**config.mk**
```make
export PLATFORM = sky130hd
export DESIGN_NAME = key_debounce_cnt
export DESIGN_NICKNAME = d
export VERILOG_FILES = /design/src/rtl/key_debounce_cnt.sv
export SDC_FILE = /design/constraint.sdc
export NUM_CORES = 1
export LEC_CHECK = 0
export BUFFER_PORTS_ARGS = -buffer_cell sky130_fd_sc_hd__buf_2
export CAP_MARGIN = 20
export CORE_ASPECT_RATIO = 1.25
export CORE_UTILIZATION = 36
export DETAILED_ROUTE_END_ITERATION = 12
export SLEW_MARGIN = 20
export SYNTH_ARGS = -nofsm -noshare
export SYNTH_HDL_FRONTEND = slang
export SYNTH_SLANG_ARGS = --single-unit
```
**constraint.sdc**
```tcl
create_clock -name clk -period 3.7 [get_ports clk]
set_input_delay 0 -clock clk [delete_from_list [all_inputs] [get_ports clk]]
set_output_delay 0 -clock clk [all_outputs]
set_load 0.01 [all_outputs]
```
**src/rtl/key_debounce_cnt.sv**
```systemverilog
// -----------------------------------------------------------------------------
// key_debounce_cnt
//
// Push-button conditioner. The raw button level is synchronised into the clk
// domain and debounced by a four-state FSM (IDLE, PRESS_CHK, HELD, REL_CHK)
// that shares one stability counter between the press and the release checks.
// Every accepted press advances a two-digit BCD press counter.
//
// Optional feature (macro KEY_LONG_PRESS_EN):
//   defined   : a hold counter runs while the key is HELD and fires key_long
//               once per press after LONG_CYCLES held cycles.
//   undefined : no hold counter is built and key_long is tied low.
//   The port list is the same in both builds.
//
// Parameters
//   DEB_CYCLES  : stable cycles required to accept a press or a release
//   LONG_CYCLES : held cycles before key_long fires (macro build only)
//
// Ports
//   clk         : system clock, rising edge
//   rst_n       : asynchronous active-low reset
//   button      : raw, bouncing, asynchronous push-button level
//   cnt_clr     : synchronous clear of press_cnt (wins over a press)
//   key_level   : debounced level, 1 in HELD and REL_CHK
//   key_pulse   : one-cycle pulse on an accepted press
//   key_release : one-cycle pulse on an accepted release
//   key_long    : one-cycle pulse on a long press
//   press_cnt   : BCD press count, [7:4] tens, [3:0] units
// -----------------------------------------------------------------------------
module key_debounce_cnt #(
  parameter int DEB_CYCLES  = 50000,
  parameter int LONG_CYCLES = 100000000
) (
  input  logic       clk,
  input  logic       rst_n,
  input  logic       button,
  input  logic       cnt_clr,
  output logic       key_level,
  output logic       key_pulse,
  output logic       key_release,
  output logic       key_long,
  output logic [7:0] press_cnt
);

  localparam int DEB_W = (DEB_CYCLES > 1) ? $clog2(DEB_CYCLES) : 1;
  localparam logic [DEB_W-1:0] DEB_LAST = DEB_W'(DEB_CYCLES - 1);

  // Both thresholds are counts of cycles and must be at least one.
  if (DEB_CYCLES < 1 || LONG_CYCLES < 1) begin : g_param_check
    $error("key_debounce_cnt: DEB_CYCLES and LONG_CYCLES must be >= 1");
  end

  typedef enum logic [1:0] {
    IDLE      = 2'd0,
    PRESS_CHK = 2'd1,
    HELD      = 2'd2,
    REL_CHK   = 2'd3
  } state_t;

  state_t           state;
  logic [DEB_W-1:0] deb_cnt;
  logic             sync_ff;
  logic             btn_s;

  // One BCD step with 99 -> 00 wrap. A nibble above 9 is treated as 9 so
  // the counter always falls back into legal BCD on its next step.
  function automatic logic [7:0] bcd_inc(input logic [7:0] v);
    logic [3:0] tens;
    logic [3:0] units;
    tens  = v[7:4];
    units = v[3:0];
    if (units >= 4'd9) begin
      units = 4'd0;
      tens  = (tens >= 4'd9) ? 4'd0 : tens + 4'd1;
    end else begin
      units = units + 4'd1;
    end
    return {tens, units};
  endfunction

  // Two-flop synchronizer for the asynchronous button level.
  always_ff @(posedge clk or negedge rst_n) begin
    if (!rst_n) begin
      sync_ff <= 1'b0;
      btn_s   <= 1'b0;
    end else begin
      sync_ff <= button;
      btn_s   <= sync_ff;
    end
  end

  // Debounce FSM. key_level changes on the same edge as the HELD / IDLE
  // transition, so it always matches the registered state.
  always_ff @(posedge clk or negedge rst_n) begin
    if (!rst_n) begin
      state       <= IDLE;
      deb_cnt     <= '0;
      key_level   <= 1'b0;
      key_pulse   <= 1'b0;
      key_release <= 1'b0;
    end else begin
      key_pulse   <= 1'b0;
      key_release <= 1'b0;
      case (state)
        IDLE: begin
          deb_cnt <= '0;
          if (btn_s) state <= PRESS_CHK;
        end
        PRESS_CHK: begin
          if (!btn_s) begin
            state   <= IDLE;
            deb_cnt <= '0;
          end else if (deb_cnt == DEB_LAST) begin
            state     <= HELD;
            deb_cnt   <= '0;
            key_pulse <= 1'b1;
            key_level <= 1'b1;
          end else begin
            deb_cnt <= deb_cnt + DEB_W'(1);
          end
        end
        HELD: begin
          deb_cnt <= '0;
          if (!btn_s) state <= REL_CHK;
        end
        REL_CHK: begin
          if (btn_s) begin
            // Release bounce: back to HELD without any pulse.
            state   <= HELD;
            deb_cnt <= '0;
          end else if (deb_cnt == DEB_LAST) begin
            state       <= IDLE;
            deb_cnt     <= '0;
            key_release <= 1'b1;
            key_level   <= 1'b0;
          end else begin
            deb_cnt <= deb_cnt + DEB_W'(1);
          end
        end
        default: begin
          state   <= IDLE;
          deb_cnt <= '0;
        end
      endcase
    end
  end

  // Press counter advances on the edge where key_pulse is high, so a clear
  // presented in the key_pulse cycle meets the increment and wins.
  always_ff @(posedge clk or negedge rst_n) begin
    if (!rst_n) begin
      press_cnt <= 8'h00;
    end else if (cnt_clr) begin
      press_cnt <= 8'h00;
    end else if (key_pulse) begin
      press_cnt <= bcd_inc(press_cnt);
    end
  end

`ifdef KEY_LONG_PRESS_EN
  localparam int LONG_W = (LONG_CYCLES > 1) ? $clog2(LONG_CYCLES) : 1;
  localparam logic [LONG_W-1:0] LONG_LAST = LONG_W'(LONG_CYCLES - 1);

  logic [LONG_W-1:0] hold_cnt;
  logic              long_done;

  // hold_cnt saturates at LONG_LAST. long_done is only re-armed in IDLE,
  // so a REL_CHK bounce back into HELD cannot fire a second key_long.
  always_ff @(posedge clk or negedge rst_n) begin
    if (!rst_n) begin
      hold_cnt  <= '0;
      long_done <= 1'b0;
      key_long  <= 1'b0;
    end else begin
      key_long <= 1'b0;
      if (state == HELD) begin
        if (hold_cnt == LONG_LAST) begin
          if (!long_done) begin
            key_long  <= 1'b1;
            long_done <= 1'b1;
          end
        end else begin
          hold_cnt <= hold_cnt + LONG_W'(1);
        end
      end else begin
        hold_cnt <= '0;
        if (state == IDLE) long_done <= 1'b0;
      end
    end
  end
`else
  assign key_long = 1'b0;
`endif

endmodule

```
==> results.rst <==
.. list-table::
   :header-rows: 1

   * - Metric
     - Value
   * - Peak Freq
     - around 480 MHz
   * - Final setup slack of the worst path
     - roughly 1600 ps
   * - Power density normalized to cell area
     - between 300 and 400 mW/mm2
   * - Final cell area excluding filler cells
     - roughly 0.0018 mm2
   * - Type of the most critical hold path
     - in -> async
   * - Critical-path top delay cell
     - or4_1
   * - Latest clock arrival within the worst-skew pair
     - roughly 280 ps
   * - Number of buffers added by the clock tree synthesis step
     - 5
   * - Final count of negative-setup-slack endpoints
     - 0
   * - Synth Cell Area
     - 0.00154 mm2
   * - Average cell area after synthesis
     - between 10 and 15 um2
   * - Fraction of layout cells with a size suffix above 1
     - 0.149
   * - Detailed router's first-iteration violation count
     - between 40 and 50
   * - Placer's final routability congestion estimate
     - about 0.82
   * - Pre-CTS setup slack
     - approximately 1600 ps
   * - Commonest cells in the netlist
     - 31 x dfrtp_1, 21 x nor2_1, 13 x xnor2_1
   * - Synthesized-area fraction occupied by ao, oa, aoi and oai cells
     - 0.0650
   * - Count of max-cap constraint violations
     - 0
   * - Post-CTS Resized
     - 0
   * - Number of instances in the synthesized netlist
     - 154
   * - Arrival time reported for the critical path endpoint
     - about 2200 ps
   * - Simple-gate portion of the synthesized area
     - 0.244
   * - Buffer levels on the longest clock path
     - 2
   * - Count of antenna diodes in the layout
     - 0
   * - Largest clock skew in the final design
     - a little over 3 ps
   * - Most used standard cell by instance count after synthesis
     - dfrtp_1
   * - Data required time of the worst path
     - 3870 ps
   * - Total global routing track utilization
     - 0.149
   * - GRT met3 Usage
     - 0.0567
   * - Seq pwr share
     - 0.509
   * - Setup repair after global routing missed its margin
     - no
   * - Combinational family with the most area after synthesis
     - simple AND/OR/NAND/NOR gates
   * - Sequence of cells on the critical path
     - or4b_1 -> or4_1 -> a211o_1
   * - Net switching fraction of the power
     - 0.235
   * - Number of clock sinks seen by CTS
     - 31
   * - Maximum number of pins on one net before global-route repair
     - 32
   * - Crit path from
     - deb_cnt[7]
   * - # placed instances
     - 220
   * - Drt drc
     - 0
   * - Met2 Resource Use GR
     - 0.263
   * - Die H
     - approximately 75 um
   * - Worst Max-Slew Pin Slew
     - ~680 ps
   * - Overflow left after global routing
     - 0
   * - Count of buffer and inverter cells on the critical path
     - 0
   * - Worst setup SP type
     - register
   * - Htree depth
     - 2
   * - Kind of capture point of the worst setup path
     - register
   * - Multiplexer fraction of the synthesized cell area
     - 0
   * - Met1 track utilization from global routing
     - 0.158
   * - Tightest slew margin relative to the limit
     - 0.548
   * - Setup bufs post-CTS
     - 0
   * - Busiest grt layer
     - met2
   * - Area Overhead vs Synth
     - 15.9%
   * - Number of hold-repair buffers added at the cts stage
     - 3
   * - Number of search-and-repair iterations in the first detailed-routing pass
     - 4
   * - Top flip-flop cell by instance count after synthesis
     - dfrtp_1
   * - Post-layout min period
     - about 2100 ps
   * - Final total negative setup slack
     - 0 ps
   * - Run status
     - finished clean
   * - Boundary Pins
     - 16
   * - Clock power share
     - 0.419
   * - Number of antenna violations at the first check in global routing
     - 0
   * - Flops & latches, synth
     - 31
   * - Period utilization
     - 0.560
   * - Worst-path maximum fanout
     - 6
   * - Cell types occupying the most area after synthesis
     - dfrtp_1 50%, xnor2_1 7.4%, ha_1 5.7%, nor2_1 5.1%, inv_1 2.7%
   * - Pins Over Slew Limit
     - 0
   * - Cell chosen for the clock root
     - clkbuf_8
   * - Combinational Power Share
     - 0.072
   * - Largest incremental delay on the critical path
     - around 650 ps
   * - Leading area contributor after synthesis
     - dfrtp_1
   * - Worst vdd rail ir drop
     - between 0.2 and 0.25 mV
   * - Share of the core filled with cells
     - 0.436
   * - DRT antenna net count
     - 0
   * - Top Family by Delay on Critical Path
     - simple AND/OR/NAND/NOR gates
   * - XOR/XNOR share of the synthesized area
     - 0.0853
   * - Routed len/inst
     - about 12 um
   * - Syn nets
     - ~170
   * - Part of the Yosys area used for sequential elements
     - 0.504
   * - Critical R2R Launch
     - deb_cnt[7]
   * - Number of enable-type register cells in the synthesized netlist
     - 0
   * - Die width
     - about 61 um
   * - Total wire length after detailed routing
     - between 2000 and 3000 um
   * - Number of global-route vias before repair
     - between 1000 and 1500
   * - Synth Area in Adders
     - 0.0569
   * - Post-detailed-placement half-perimeter wirelength
     - around 2000 um
   * - Clock transition at the register clock pins on the worst setup and hold paths after CTS
     - about 60 ps
   * - Yosys warns
     - 0
   * - Number of distinct library cells after synthesis
     - 33
   * - # port buffers
     - 14
   * - Fraction of registers with async set or reset after synthesis
     - 1.00
   * - Vias per cell
     - 4.87
   * - First-pass GRT wire length
     - between 4000 and 5000 um
   * - Die footprint
     - 0.00455 mm2
   * - Core box area
     - 0.00410 mm2
   * - Lkg Pwr
     - 0.000766 uW
   * - Final hold violation count
     - 0
   * - Initial core utilization
     - 0.376
   * - Critical path class
     - reg -> reg
   * - Routed via count
     - between 1000 and 1500
   * - Net Sw Power
     - approximately 170 uW
   * - Internal portion of total power
     - 539 uW
   * - Post-layout net count
     - approximately 190
   * - Top cell type's share of synthesized area
     - 0.504
   * - Post-DP Area
     - approximately 0.0017 mm2
   * - Post-layout instance count excluding filler cells
     - between 200 and 250
   * - CTS tree
     - done
   * - Core Rows
     - 26
[cells in the final DEF, fill, tap and decap left out, drive strengths merged, types with 2 or more instances in the layout]
cell type	netlist	layout
or4	2	2
nand3	9	9
o21ai	6	6
xor2	2	2
buf	4	14
nand2b	5	5
a31oi	2	2
dfrtp	31	31
or4bb	2	2
a21oi	3	3
nand2	8	8
nor4	4	4
nor2	21	21
nand4	5	5
dlygate4sd3	0	3
or3b	2	2
nor3	6	6
inv	11	11
ha	7	7
xnor2	13	13
clkbuf	0	8
[stage by stage]
stage,hold slack [ps],power [uW]
floorplan,-296,393
global placement,71.5,411
detailed placement,88.3,415
CTS,312,714
global route,358,741
finish,286,704
[worst paths after layout]
kind | endpoint | slack [ps] | cells after the start
max | key_level | 1630 | 3
min | press_cnt[0] | 290 | 2
max reg2reg | key_level | 1630 | 3
min reg2reg | btn_s | 350 | 0
max in group asynchronous | deb_cnt[11] | 2980 | 2
min in group clk | btn_s | 350 | 0
[routing by layer]
layer | vias to the layer above | routed length [um] | share of wire
met1 | 542 | 1200 | 0.43
met3 | 6 | 100 | 0.036
met4 | 0 | 48 | 0.017
met5 | - | 0 | 0
met2 | 17 | 1440 | 0.52
li1 | 559 | - | -
[state kept, by name (all words and copies together) (netlist names), named ones only]
name         flops
btn_s            1
deb_cnt         16
key_level        1
key_pulse        1
key_release      1
press_cnt        8
state            1
sync_ff          1
[cells by family after synthesis]
logic type	after synthesis
xor gates and xnor gates	15
adders and majority gates	7
other	1
AOI/OAI and AO/OA	16
buffers and inverters	15
DFF	31
and+or+nand+nor	69
[power groups by stage]
stage / clock network [uW] / registers, uW / logic [uW]
floorplan: 0 / 366 / 26.7
global placement: 0 / 364 / 47.3
detailed placement: 0 / 365 / 49.8
CTS: 303 / 359 / 52.4
global route: 320 / 360 / 60.8
finish: 295 / 359 / 50.7
[area by class of cell]
class | count | area (um2)
Fill cell | 423 | 2310
Inverter | 11 | 41.3
Tap cell | 56 | 70.1
Sequential cell | 31 | 776
Timing Repair Buffer | 17 | 100
Clock buffer | 8 | 100
Multi-Input combinational cell | 108 | 698
Power figures use the tool's default switching activity.
